### src/rtl/zorro_autoconfig.sv
//==============================================================================
// Module   : zorro_autoconfig
// Purpose  : Zorro II AutoConfig responder and 128K I/O window decoder for the
//            IDE controller card.
// Revision : 1.0 - initial release
//==============================================================================
`default_nettype none

module zorro_autoconfig #(
    parameter logic [15:0] MANUF_ID = 16'h07DB,
    parameter logic [7:0]  PROD_ID  = 8'h05,
    parameter logic [31:0] SERIAL   = 32'h00000001,
    parameter logic [15:0] DIAG_VEC = 16'h4000
) (
    input  logic        CLK,
    input  logic        RESET_n,
    input  logic [23:1] ADDR,
    input  logic        AS_n,
    input  logic        UDS_n,
    input  logic        RW,
    input  logic [3:0]  DIN,
    input  logic        CFGIN_n,
    output logic [3:0]  DOUT,
    output logic        DOE,
    output logic        CFGOUT_n,
    output logic        ac_access,
    output logic        ide_access,
    output logic        configured
);

    typedef enum logic [1:0] {
        ST_UNCONF = 2'd0,
        ST_CONF   = 2'd1,
        ST_SHUTUP = 2'd2
    } state_t;

    localparam logic [6:0] c_REG_BASE_HI = 7'h24;   // byte offset $48
    localparam logic [6:0] c_REG_BASE_LO = 7'h25;   // byte offset $4A
    localparam logic [6:0] c_REG_SHUTUP  = 7'h26;   // byte offset $4C

    state_t      r_state;
    logic [23:17] r_base;
    logic [3:1]  r_hi_nib;
    logic        r_wr_done;
    logic        r_configured;
    logic        r_cfgout_n;

    logic        w_cfg_space;
    logic        w_wstb;
    logic [6:0]  w_reg;
    logic [3:0]  w_rom_nib;
    logic        w_unused_addr;

    assign w_reg         = ADDR[7:1];
    assign w_cfg_space   = (ADDR[23:16] == 8'hE8);
    assign w_unused_addr = ^ADDR[15:8];

    // Gating with RESET_n keeps the bus quiet while reset is held.
    assign ac_access  = RESET_n && !AS_n && (r_state == ST_UNCONF) && !CFGIN_n && w_cfg_space;
    assign ide_access = RESET_n && !AS_n && (r_state == ST_CONF) && (ADDR[23:17] == r_base)
                        && !r_wr_done;
    assign w_wstb     = ac_access && !RW && !UDS_n && !r_wr_done;

    assign DOE        = ac_access && RW;
    assign DOUT       = DOE ? w_rom_nib : 4'hF;
    assign configured = r_configured;
    assign CFGOUT_n   = r_cfgout_n;

    // Everything past the first two nibbles is stored inverted on the bus.
    always_comb begin
        w_rom_nib = 4'hF;
        case (w_reg)
            7'h00: w_rom_nib = 4'hD;
            7'h01: w_rom_nib = 4'h2;
            7'h02: w_rom_nib = ~PROD_ID[7:4];
            7'h03: w_rom_nib = ~PROD_ID[3:0];
            7'h04: w_rom_nib = ~4'hC;
            7'h08: w_rom_nib = ~MANUF_ID[15:12];
            7'h09: w_rom_nib = ~MANUF_ID[11:8];
            7'h0A: w_rom_nib = ~MANUF_ID[7:4];
            7'h0B: w_rom_nib = ~MANUF_ID[3:0];
            7'h0C: w_rom_nib = ~SERIAL[31:28];
            7'h0D: w_rom_nib = ~SERIAL[27:24];
            7'h0E: w_rom_nib = ~SERIAL[23:20];
            7'h0F: w_rom_nib = ~SERIAL[19:16];
            7'h10: w_rom_nib = ~SERIAL[15:12];
            7'h11: w_rom_nib = ~SERIAL[11:8];
            7'h12: w_rom_nib = ~SERIAL[7:4];
            7'h13: w_rom_nib = ~SERIAL[3:0];
            7'h14: w_rom_nib = ~DIAG_VEC[15:12];
            7'h15: w_rom_nib = ~DIAG_VEC[11:8];
            7'h16: w_rom_nib = ~DIAG_VEC[7:4];
            7'h17: w_rom_nib = ~DIAG_VEC[3:0];
            7'h20: w_rom_nib = 4'h0;
            7'h21: w_rom_nib = 4'h0;
            default: w_rom_nib = 4'hF;
        endcase
    end

    always_ff @(posedge CLK or negedge RESET_n) begin
        if (!RESET_n) begin
            r_state      <= ST_UNCONF;
            r_base       <= 7'd0;
            r_hi_nib     <= 3'd0;
            r_wr_done    <= 1'b0;
            r_configured <= 1'b0;
            r_cfgout_n   <= 1'b1;
        end else begin
            // One register action per AS_n low period, however long it lasts.
            if (w_wstb) begin
                r_wr_done <= 1'b1;
            end else if (AS_n) begin
                r_wr_done <= 1'b0;
            end

            if (w_wstb) begin
                case (w_reg)
                    c_REG_BASE_LO: begin
                        r_hi_nib <= DIN[3:1];
                    end
                    c_REG_BASE_HI: begin
                        r_base       <= {DIN, r_hi_nib};
                        r_state      <= ST_CONF;
                        r_configured <= 1'b1;
                        r_cfgout_n   <= 1'b0;
                    end
                    c_REG_SHUTUP: begin
                        r_state      <= ST_SHUTUP;
                        r_configured <= 1'b0;
                        r_cfgout_n   <= 1'b0;
                    end
                    default: begin
                        r_state <= r_state;
                    end
                endcase
            end
        end
    end

endmodule

`default_nettype wire

### config.mk
export PLATFORM = sky130hd
export DESIGN_NAME = zorro_autoconfig
export DESIGN_NICKNAME = d
export VERILOG_FILES = /design/src/rtl/zorro_autoconfig.sv
export SDC_FILE = /design/constraint.sdc
export NUM_CORES = 1
export LEC_CHECK = 0
export BUFFER_PORTS_ARGS = -buffer_cell sky130_fd_sc_hd__buf_4
export CAP_MARGIN = 0
export CORE_ASPECT_RATIO = 1.5
export CORE_UTILIZATION = 41
export CTS_CLUSTER_SIZE = 40
export DETAILED_ROUTE_END_ITERATION = 16
export PLACE_DENSITY = 0.81
export SLEW_MARGIN = 20
export SYNTH_ARGS = -nofsm -noshare
export SYNTH_HDL_FRONTEND = slang
export SYNTH_SLANG_ARGS = --single-unit
### constraint.sdc
create_clock -name CLK -period 2 [get_ports CLK]
set_clock_uncertainty 0.15 [all_clocks]
set_input_delay 0 -clock CLK [delete_from_list [all_inputs] [get_ports CLK]]
set_output_delay 0 -clock CLK [all_outputs]
set_load 0.005 [all_outputs]
==> impl_results.md <==
- Status: complete, but fails checks
- Failing checks: setup timing
- Worst Reg-to-Reg Cells: 6
- Crit path DAT: around 2.2 ns
- Critical-path top delay cell: or4b_4
- NetSw: 0.153 mW
- Peak VDD IR: 0.390 mV
- CP delay by family, top: simple AND/OR/NAND/NOR gates
- Endpoints failing hold: 0
- Final Cell Area: 0.00146 mm²
- Fin worst setup slack: -0.221 ns
- Sequential cell area fraction in the yosys report: 37.3%
- Internal reg-to-reg setup slack: -0.22 ns
- Unique cell type count in the Yosys netlist: 37
- Most numerous cell on the critical path: buf_4
- TritonCTS clock tree: yes
- # diodes: 0
- Most frequent cells in the layout: buf_4 (43), dfrtp_1 (13), mux2_2 (8), dlygate4sd3_1 (8), xor2_1 (6)
- Vias in the first global route: 931
- DP Wirelength: 1850 µm
- Area growth from synthesis to layout: 55.1%
- Clock Latency Late Sink: 0.28 ns
- Worst path required time: 2.02 ns
- Via count: 908
- Hold wc startpoint: RW
- Worst slew pin tran: ~0.32 ns
- CTS Buf Count: 3
- 1st-pass router iterations: 4
- Largest net degree at the start of global routing: 15
- Netlist Area Pre-Place: 942 µm²
- GP Congestion: ~0.78
- Post-DR wirelength/cell: 15.0 µm
- Slew HR: 78.3%
- Worst setup SP type: flop
- First-pass GRT wire length: 3770 µm
- Design Power: a little over 0.6 mW
- Hold path endpoint: r_wr_done
- Die span in x: roughly 40 µm
- Reg clk slew, reported paths: 0.08 ns
- H-Tree Level Count: 1
- Syn_nets: 125
- Worst-path cell chain: or4b_4, buf_4, nor4_4, nand4_1, buf_4, mux2_4
- Worst setup path class: reg -> reg
- Cell count after synthesis: 87
- Core area: about 0.0021 mm²
- Largest family of logic cells by synthesized area: simple AND/OR/NAND/NOR gates
- #FFs+latches synth: 14
- Reg-to-reg startpoint: r_state[0]
- Port buffer count: 33
- Compound-cell area share of the yosys netlist: 9.96%
- Final Slew Violations: 0
- Fmax: around 450 MHz
- Initial DRC count: 13
- Synth Flop Type: dfrtp_1
- Initial Util: ~45%
- Final net count: 180
- Pwr per Cell Area: 422 mW/mm²
- Root Buffer: clkbuf_4
- Total GRT Usage: 22.1%
- Maxcap violations: 0
- Antenna viol nets, final: 0
- Die Y-Extent: between 60 and 70 µm
- Post-synth EDFFs: 0
- DRC viols: 0
- Max incr delay on CP: 0.49 ns
- Via/cell ratio: around 5.6
- WP depth: 6
- Synth Area in Simple Gates: 22.7%
- Switch share: approximately 25%
- Mean Syn Cell Area: ~11 µm²
- RSZ-0062 raised after global routing: yes
- Routed wire length: 2450 µm
- Final min period: approximately 2.2 ns
- Global route overflow: 0
- # setup viols final: 16
- Most common cell after layout, fill and taps aside: buf_4
- Mux share of post-synthesis cell area: 14.1%
- Initial antenna violation count: 0
- Die Area: 0.00250 mm²
- R2R Path End: r_hi_nib[3]
- Clock Tree Buf Depth: 2
- Pleak: 0.736 nW
- Rows: 20
- Adder-cell share of the synthesized area: 6.64%
- Seq pwr share: 45.9%
- Logic pwr share: a little over a fifth
- Layout cells sized above 1: 49.6%
- Xor/xnor share of the synthesized area: 6.51%
- HP Class: in -> reg
- Bufs and invs on worst path: 2
- Top-level I/O count: 42
- Clk pwr share: 32.9%
- Yosys warning total: 0
- CP Max Fanout: 3
- Async SR Flop Fraction: 100%
- Total clock sinks: 14
- Dpl cell area: 0.00127 mm²
- Internal power: 0.464 mW
- Hold Path Depth: 5
- Critical Path Sink Type: flop
- Final critical-path share of the clock period: 111%
## power by group through the flow
stage | Clock, mW | Combinational [mW] | Sequential (mW)
3_5_place_dp | 0 | 0.110 | 0.288
5_1_grt | 0.220 | 0.140 | 0.283
6_report | 0.203 | 0.131 | 0.283
2_1_floorplan | 0 | 0.0452 | 0.289
4_1_cts | 0.208 | 0.126 | 0.283
3_3_place_gp | 0 | 0.106 | 0.288
## sequential cells by signal, indices dropped and copies added (netlist names)
| name | cells |
|---|---|
| r_hi_nib | 3 |
| r_state | 2 |
| CFGOUT_n | 1 |
| r_wr_done | 1 |
| r_base | 7 |
## Yosys cell counts (3+ instances only)
cell type	count	area share, %
inv_1	4	1.6
ha_1	5	6.6
nor2_1	5	2.0
xor2_1	6	5.6
o21ai_0	5	2.7
nor3_1	3	1.6
mux2_2	9	11
clkbuf_1	3	1.2
dfrtp_1	13	35
## area by class of cell
type | instances | area [µm²]
flip-flops and latches | 14 | 352
inverters | 4 | 15.0
multi-input cells | 66 | 606
clock buffers | 4 | 36.3
well taps | 22 | 27.5
repair buffers | 53 | 425
fillers | 157 | 641
## per-layer routing
metal	track usage [%]	vias to the layer above	part of all wire, %
li1	-	428	-
met5	0	-	0
met2	41.1	36	55
met3	3.66	4	5.8
met4	9.68	0	1.5
met1	22.3	440	38
## what timing repair did
action	CTS	global route
setup endpoints to repair	16	19
setup buffers	2	2
cloned	0	0
pin swaps	3	5
resized for setup	6	8
hold endpoints to repair	23	0
hold buffers	8	0
## stage by stage
step	utilization (%)	worst slack, ns	cells	setup TNS, ns	hold slack [ns]
6_report	69.5	-0.221	163	-2.18	0.0220
5_1_grt	69.5	-0.256	163	-3.43	0.0503
4_1_cts	67.3	-0.216	161	-2.47	0.0153
3_5_place_dp	60.2	-0.0844	147	-0.348	-0.198
3_3_place_gp	60.2	-0.0343	147	-0.108	-0.199
2_1_floorplan	-	-0.0334	87	-0.0554	-0.446
## how the worst max path moves through the flow
stage	startpoint	endpoint	slack, ns
after floorplan	r_state[0]	r_base[22]	-0.03
after global placement	r_state[0]	r_hi_nib[1]	-0.03
after detailed placement	r_state[0]	r_hi_nib[3]	-0.08
after CTS	r_state[0]	DOUT[3]	-0.22
after global routing	r_state[0]	r_hi_nib[3]	-0.26
final	r_state[0]	r_hi_nib[3]	-0.22
## worst min-delay path: stages
cell     delay (ns)
buf_4          0.09
nor3_1         0.05
buf_4          0.15
nand2_1        0.06
o21ai_0        0.07
## cells by family (layout without fill, tap and decap cells)
group | after synthesis | count (layout)
buffers and inverters | 7 | 61
AO/OA/AOI/OAI | 14 | 14
AND/OR/NAND/NOR | 28 | 28
XOR/XNOR | 7 | 7
adder cells (fa/ha/maj) | 5 | 5
multiplexers | 12 | 12
flip-flops | 14 | 14
Note: power is estimated with default switching activity, not from simulation.
